## config.mk

```make
export PLATFORM = sky130hd
export DESIGN_NAME = bp_nonsynth_host_io_arbiter_flat
export DESIGN_NICKNAME = d
export VERILOG_FILES = /design/src/rtl/bp_nonsynth_host_io_arbiter_if.sv /design/src/rtl/bp_nonsynth_host_io_arbiter.sv /design/src/flat_wrapper.sv
export SDC_FILE = /design/constraint.sdc
export NUM_CORES = 1
export LEC_CHECK = 0
export CAP_MARGIN = 20
export CELL_PAD_IN_SITES_DETAIL_PLACEMENT = 1
export CELL_PAD_IN_SITES_GLOBAL_PLACEMENT = 2
export CORE_AREA = 2 2 307 309
export CTS_CLUSTER_SIZE = 14
export DETAILED_ROUTE_END_ITERATION = 6
export DIE_AREA = 0 0 309 311
export PLACE_DENSITY = 0.58
export RECOVER_POWER = 25
export SYNTH_ARGS = -nofsm -noshare
export SYNTH_HDL_FRONTEND = slang
export SYNTH_SLANG_ARGS = --single-unit
```

## constraint.sdc

```tcl
create_clock -name clk_i -period 2.2 [get_ports clk_i]
set_clock_uncertainty 0.05 [all_clocks]
set_input_delay 0.44 -clock clk_i [delete_from_list [all_inputs] [get_ports clk_i]]
set_output_delay 0.44 -clock clk_i [all_outputs]
set_load 0.1 [all_outputs]
```

## src/rtl/bp_nonsynth_host_io_arbiter_if.sv

```systemverilog
// rtl/bp_nonsynth_host_io_arbiter_if.sv - requester and host links of the host I/O arbiter
interface bp_nonsynth_host_io_arbiter_if #(
    parameter int num_req_p   = 2,
    parameter int msg_width_p = 128,
    parameter int tag_els_p   = 4
);
    localparam int cnt_width_lp = $clog2(tag_els_p + 1);

    logic [num_req_p*msg_width_p-1:0] req_cmd_i;
    logic [num_req_p-1:0]             req_cmd_v_i;
    logic [num_req_p-1:0]             req_cmd_ready_o;
    logic [num_req_p*msg_width_p-1:0] req_resp_o;
    logic [num_req_p-1:0]             req_resp_v_o;
    logic [num_req_p-1:0]             req_resp_yumi_i;
    logic [msg_width_p-1:0]           host_cmd_o;
    logic                             host_cmd_v_o;
    logic                             host_cmd_ready_i;
    logic [msg_width_p-1:0]           host_resp_i;
    logic                             host_resp_v_i;
    logic                             host_resp_yumi_o;
    logic [cnt_width_lp-1:0]          outstanding_o;

    modport slave (
        input  req_cmd_i, req_cmd_v_i, req_resp_yumi_i,
        input  host_cmd_ready_i, host_resp_i, host_resp_v_i,
        output req_cmd_ready_o, req_resp_o, req_resp_v_o,
        output host_cmd_o, host_cmd_v_o, host_resp_yumi_o, outstanding_o
    );

    modport master (
        output req_cmd_i, req_cmd_v_i, req_resp_yumi_i,
        output host_cmd_ready_i, host_resp_i, host_resp_v_i,
        input  req_cmd_ready_o, req_resp_o, req_resp_v_o,
        input  host_cmd_o, host_cmd_v_o, host_resp_yumi_o, outstanding_o
    );
endinterface

```

## src/rtl/bp_nonsynth_host_io_arbiter.sv

```systemverilog
// rtl/bp_nonsynth_host_io_arbiter.sv - round-robin host I/O arbiter with in-order tag return; trace under BP_NONSYNTH_HOST_ARB_TRACE_EN
module bp_nonsynth_host_io_arbiter #(
    parameter int num_req_p   = 2,
    parameter int msg_width_p = 128,
    parameter int tag_els_p   = 4
) (
    input logic                           clk_i,
    input logic                           reset_i,
    bp_nonsynth_host_io_arbiter_if.slave  io
);
    localparam int idx_width_lp = (num_req_p > 1) ? $clog2(num_req_p) : 1;
    localparam int tag_ptr_width_lp = $clog2(tag_els_p);
    localparam int cnt_width_lp = $clog2(tag_els_p + 1);

    logic [idx_width_lp-1:0]     ptr_q, ptr_d;
    logic [idx_width_lp-1:0]     tag_mem_q [tag_els_p];
    logic [idx_width_lp-1:0]     tag_mem_d [tag_els_p];
    logic [tag_ptr_width_lp-1:0] wr_ptr_q, wr_ptr_d;
    logic [tag_ptr_width_lp-1:0] rd_ptr_q, rd_ptr_d;
    logic [cnt_width_lp-1:0]     count_q, count_d;

    logic                    tag_full, tag_empty;
    logic [idx_width_lp-1:0] head;
    logic [num_req_p-1:0]    eligible, rot;
    logic [idx_width_lp:0]   sum;
    logic [idx_width_lp-1:0] grant, grant_next;
    logic                    cmd_v, cmd_xfer;
    logic                    resp_v, resp_yumi;
    logic                    resp_proto_err;

    assign tag_full  = (count_q == cnt_width_lp'(tag_els_p));
    assign tag_empty = (count_q == '0);
    assign head      = tag_mem_q[rd_ptr_q];

    // Rotate so that bit 0 is the requester at ptr; the lowest set bit wins.
    always_comb begin
        eligible = io.req_cmd_v_i & {num_req_p{~tag_full}};
        rot      = num_req_p'({eligible, eligible} >> ptr_q);
        grant    = '0;
        sum      = '0;
        for (int i = num_req_p - 1; i >= 0; i--) begin
            sum = {1'b0, ptr_q} + (idx_width_lp + 1)'(i);
            if (sum >= (idx_width_lp + 1)'(num_req_p))
                sum = sum - (idx_width_lp + 1)'(num_req_p);
            if (rot[i])
                grant = sum[idx_width_lp-1:0];
        end
    end

    assign cmd_v      = |eligible;
    assign cmd_xfer   = cmd_v & io.host_cmd_ready_i;
    assign grant_next = (grant == idx_width_lp'(num_req_p - 1)) ? '0 : grant + 1'b1;

    always_comb begin
        io.req_cmd_ready_o        = '0;
        io.req_cmd_ready_o[grant] = cmd_xfer;
    end

    assign io.host_cmd_v_o = cmd_v;
    assign io.host_cmd_o   = io.req_cmd_i[grant*msg_width_p +: msg_width_p];

    assign resp_v         = io.host_resp_v_i & ~tag_empty;
    assign resp_yumi      = resp_v & io.req_resp_yumi_i[head];
    assign resp_proto_err = io.host_resp_v_i & tag_empty;

    always_comb begin
        io.req_resp_v_o       = '0;
        io.req_resp_v_o[head] = resp_v;
    end

    assign io.req_resp_o       = {num_req_p{io.host_resp_i}};
    assign io.host_resp_yumi_o = resp_yumi;
    assign io.outstanding_o    = count_q;

    always_comb begin
        ptr_d    = ptr_q;
        tag_mem_d = tag_mem_q;
        wr_ptr_d = wr_ptr_q;
        rd_ptr_d = rd_ptr_q;
        count_d  = count_q;
        if (cmd_xfer) begin
            tag_mem_d[wr_ptr_q] = grant;
            wr_ptr_d = (wr_ptr_q == tag_ptr_width_lp'(tag_els_p - 1)) ? '0 : wr_ptr_q + 1'b1;
            ptr_d    = grant_next;
        end
        if (resp_yumi)
            rd_ptr_d = (rd_ptr_q == tag_ptr_width_lp'(tag_els_p - 1)) ? '0 : rd_ptr_q + 1'b1;
        case ({cmd_xfer, resp_yumi})
            2'b10:   count_d = count_q + 1'b1;
            2'b01:   count_d = count_q - 1'b1;
            default: count_d = count_q;
        endcase
    end

    // Tag contents need no reset: the pointers and count alone decide validity.
    always_ff @(posedge clk_i) begin
        tag_mem_q <= tag_mem_d;
        if (reset_i) begin
            ptr_q    <= '0;
            wr_ptr_q <= '0;
            rd_ptr_q <= '0;
            count_q  <= '0;
        end else begin
            ptr_q    <= ptr_d;
            wr_ptr_q <= wr_ptr_d;
            rd_ptr_q <= rd_ptr_d;
            count_q  <= count_d;
        end
    end

`ifndef SYNTHESIS
    always @(posedge clk_i) begin
        if (!reset_i && resp_proto_err)
            $warning("[HOSTARB] host response with no outstanding tag");
    end
`endif

`ifdef BP_NONSYNTH_HOST_ARB_TRACE_EN
    localparam int addr_width_lp = (msg_width_p < 40) ? msg_width_p : 40;

    always @(negedge clk_i) begin
        if (!reset_i && cmd_xfer)
            $display("[HOSTARB] grant req%0d addr=%h", grant, io.host_cmd_o[addr_width_lp-1:0]);
        if (!reset_i && resp_yumi)
            $display("[HOSTARB] resp req%0d", head);
    end
`endif

endmodule

```

## src/flat_wrapper.sv

```systemverilog
// flat-port wrapper written by rule: the top's interface ports become plain ports
module bp_nonsynth_host_io_arbiter_flat 
#(
    parameter int num_req_p   = 2,
    parameter int msg_width_p = 128,
    parameter int tag_els_p   = 4
)
  (clk_i, reset_i, io_req_cmd_i, io_req_cmd_v_i, io_req_resp_yumi_i, io_host_cmd_ready_i, io_host_resp_i, io_host_resp_v_i, io_req_cmd_ready_o, io_req_resp_o, io_req_resp_v_o, io_host_cmd_o, io_host_cmd_v_o, io_host_resp_yumi_o, io_outstanding_o);
  bp_nonsynth_host_io_arbiter_if #(.num_req_p(num_req_p), .msg_width_p(msg_width_p), .tag_els_p(tag_els_p)) io_i ();
  input logic clk_i;
  input logic reset_i;
  input wire logic [$bits(io_i.req_cmd_i)-1:0] io_req_cmd_i;
  input wire logic [$bits(io_i.req_cmd_v_i)-1:0] io_req_cmd_v_i;
  input wire logic [$bits(io_i.req_resp_yumi_i)-1:0] io_req_resp_yumi_i;
  input wire logic [$bits(io_i.host_cmd_ready_i)-1:0] io_host_cmd_ready_i;
  input wire logic [$bits(io_i.host_resp_i)-1:0] io_host_resp_i;
  input wire logic [$bits(io_i.host_resp_v_i)-1:0] io_host_resp_v_i;
  output wire logic [$bits(io_i.req_cmd_ready_o)-1:0] io_req_cmd_ready_o;
  output wire logic [$bits(io_i.req_resp_o)-1:0] io_req_resp_o;
  output wire logic [$bits(io_i.req_resp_v_o)-1:0] io_req_resp_v_o;
  output wire logic [$bits(io_i.host_cmd_o)-1:0] io_host_cmd_o;
  output wire logic [$bits(io_i.host_cmd_v_o)-1:0] io_host_cmd_v_o;
  output wire logic [$bits(io_i.host_resp_yumi_o)-1:0] io_host_resp_yumi_o;
  output wire logic [$bits(io_i.outstanding_o)-1:0] io_outstanding_o;
  assign io_i.req_cmd_i = io_req_cmd_i;
  assign io_i.req_cmd_v_i = io_req_cmd_v_i;
  assign io_i.req_resp_yumi_i = io_req_resp_yumi_i;
  assign io_i.host_cmd_ready_i = io_host_cmd_ready_i;
  assign io_i.host_resp_i = io_host_resp_i;
  assign io_i.host_resp_v_i = io_host_resp_v_i;
  assign io_req_cmd_ready_o = io_i.req_cmd_ready_o;
  assign io_req_resp_o = io_i.req_resp_o;
  assign io_req_resp_v_o = io_i.req_resp_v_o;
  assign io_host_cmd_o = io_i.host_cmd_o;
  assign io_host_cmd_v_o = io_i.host_cmd_v_o;
  assign io_host_resp_yumi_o = io_i.host_resp_yumi_o;
  assign io_outstanding_o = io_i.outstanding_o;
  bp_nonsynth_host_io_arbiter #(.num_req_p(num_req_p), .msg_width_p(msg_width_p), .tag_els_p(tag_els_p)) u_core (.clk_i(clk_i), .reset_i(reset_i), .io(io_i));
endmodule
```

==> run metrics <==
status=finished with violations; failing checks=setup timing; CTS buffer count=3; max cap viols=0; Synth top area share=45.5%; Design Power=5.38 mW; share of cells above drive strength 1=52.1%; number of global-route vias before repair=4,536; Pint=2.55 mW; power share of the clock group=6.2%; Worst Setup Slack post-DPL=-0.478 ns; cell taking the most area after synthesis=buf_4; Post-Synthesis Cells=471; placed cell area=9970 um^2; Chip Height=311 um; Initial Util=4.61%; CTS Buffer Depth=2; Cell Chain, Critical Path=or3b_4, nand3_4, buf_12, buf_16, mux2_4, buf_12; Setup CP Type=reg2out; Hold Path Stages=2; drt via density=2.09; setup TNS=-37.34 ns; Worst Reg-to-Reg Cells=8; final hold slack=0.470 ns; prevailing post-synth register cell=dfxtp_1; CP peak stage delay=0.43 ns; worst-margin pin slew=0.549 ns; Die X=309 um; worst reg-to-reg setup slack=-0.24 ns; DR iter-0 viols=65; worst r2r src=u_core.tag_mem_q[3]; Worst path depth=6; Mapped Area=4270 um^2; most common cell after layout, fill and taps aside=clkdlybuf4s50_1; Max stage delay cell, worst path=or3b_4; H-tree levels=1; Comb pwr share=88.7%; final std cells w/o fill=1,909; arrival time worst endpoint=2.04 ns; I/O pins=785; largest net degree at the start of global routing=18; met3 WL post-DR=4780 um; nets@finish=1,053; WP buf/inv=3; router iterations before antenna repair=4; Setup-failing EPs final=133; net count after synthesis=870; fmax=396 MHz; r2r endpoint=u_core.io.outstanding_o[2]; row count=112; critical path fanouts, max=16; first-pass GRT wire length=32,200 um; Root Buffer=clkbuf_16; drt total wl=24,900 um; hold endpoint=u_core.wr_ptr_q[1]; commonest cells after routing, fill and taps aside=clkdlybuf4s50_1 (260), buf_12 (139), mux2_4 (128), buf_4 (31), clkbuf_16 (7); Synth cell types=34; number of enable flip-flop cells after synthesis=4; hpwl dp=22,300 um; detailed-route via count=3,991; fin area=10,300 um^2; cell mode on critical path=buf_12; crit end category=output port; Req. time, crit path=1.71 ns; met1 WL=8070 um; Startpoint Class=flop; Lkg Pwr=4.09 nW; Psw=2.83 mW; delay-heaviest family, CP=buffers and inverters; post-layout util=11.1%; Area Overhead vs Synth=141%; Tmin final=2.53 ns; RSZ-0062 raised after global routing=yes; Seq/Total Area, Yosys=6.56%; Remaining Overflow, GRT=0; Tcrit/Tclk final=115%; Switching Fraction=52.6%; Final Max Tran Viols=0; post-route ant nets=0; Final Hold Vio Count=0; placed insts=1,892; hold buffer count at CTS=0; gp weighted congestion=0.757; CTS tree=built; hold_sp=u_core.wr_ptr_q[1]; ratio of total power to cell area=522 nW/um^2; fill cell count=10,800; top cells by area, synth=buf_4 (45%), mux2_2 (31%), dfxtp_1 (3.7%), buf_8 (3.2%), mux2_1 (2.9%); yosys warns=0; Core Region=92,800 um^2; final worst setup slack=-0.328 ns; register bit total from synthesis=12; Total GRT Usage=4.57%; residual DRC count=0; Routed wire per std cell=13.0 um; initial antenna violation count=4; peak supply drop=230 uV; share of power burned in registers=5.2%; worst-skew pair later-pin latency=0.24 ns; synthesized area per cell=9.07 um^2; Clock transition at path regs=0.04 ns; highest metal used=met5; WL met2=11,900 um; clock sink count=12; Slew headroom=63.1%; Port Buffers=400; fraction of registers with async set/reset=0%; full die area=96,100 um^2; class of the worst hold path=reg2reg
==> layout make-up <==
cell class | instances | area, um^2 | share of cell area, %
antenna | 2 | 5.00 | 0.0485
clock buffer | 3 | 75.1 | 0.728
clock inverter | 1 | 3.75 | 0.0364
inverter | 8 | 35.0 | 0.340
multi-input combinational | 180 | 2400 | 23.3
sequential | 12 | 293 | 2.84
tap | 1254 | 1570 | 15.2
timing repair buffer | 449 | 5930 | 57.5
==> flip-flops by register name, summed over array words and instances (netlist names) <==
| register | cells |
|---|---|
| u_core.ptr_q | 1 |
| u_core.tag_mem_q | 4 |
| u_core.wr_ptr_q | 2 |
| u_core.io.outstanding_o | 3 |
| u_core.rd_ptr_q | 2 |
==> worst max path at each step <==
stage / from / to / slack (ns)
5_1_grt: u_core.io.outstanding_o[1] / io_host_cmd_o[111] / -0.40
3_5_place_dp: io_req_cmd_v_i[1] / u_core.io.outstanding_o[2] / -0.48
3_3_place_gp: io_req_cmd_v_i[1] / u_core.io.outstanding_o[2] / -0.45
6_report: u_core.io.outstanding_o[1] / io_host_cmd_o[43] / -0.33
2_1_floorplan: u_core.rd_ptr_q[0] / u_core.io.outstanding_o[2] / -0.70
4_1_cts: u_core.io.outstanding_o[1] / io_host_cmd_o[33] / -0.38
==> synth_stat cells, drive strengths merged, types with 3 or more instances <==
master	instances
buf	270
mux2	129
nor2	9
dfxtp	8
inv	8
ha	6
a21oi	4
and2	4
edfxtp	4
nand2b	3
o31ai	3
==> worst min-delay path, cell delays in order, from the launching register on <==
cell	delay (ns)
dfxtp_1	0.33
o31ai_1	0.07
a21oi_1	0.06
==> cell families (layout without fill, tap and decap cells) <==
group / Yosys count / in the layout / synth area share [%]
compound gates: 12 / 12 / 1.96
xor+xnor: 2 / 2 / 0.410
fa+ha+maj: 7 / 7 / 2.22
buf+inv: 279 / 461 / 50.2
flops: 12 / 12 / 6.56
mux: 132 / 132 / 35.1
other cells: 0 / 2 / 0
simple gates: 27 / 27 / 3.60
==> layer usage <==
metal	vias to the layer above	global-route usage, %
met5	-	0.506
met2	537	7.94
met1	1766	4.32
li1	1677	-
met3	9	3.62
met4	2	0.375
==> repair_timing <==
item	CTS	global route
resized for setup	23	9
gates cloned	0	4
buffers inserted	1	6
endpoints found under the setup margin	134	135
pin swaps	3	1
==> power by group through the flow <==
stage / registers [mW] / clock network, mW / logic (mW)
4_1_cts: 0.279 / 0.343 / 4.75
2_1_floorplan: 0.387 / 0 / 4.95
3_5_place_dp: 0.283 / 0 / 4.70
3_3_place_gp: 0.281 / 0 / 4.67
5_1_grt: 0.283 / 0.351 / 4.92
6_report: 0.278 / 0.332 / 4.77
(Power assumes the default switching activity.)
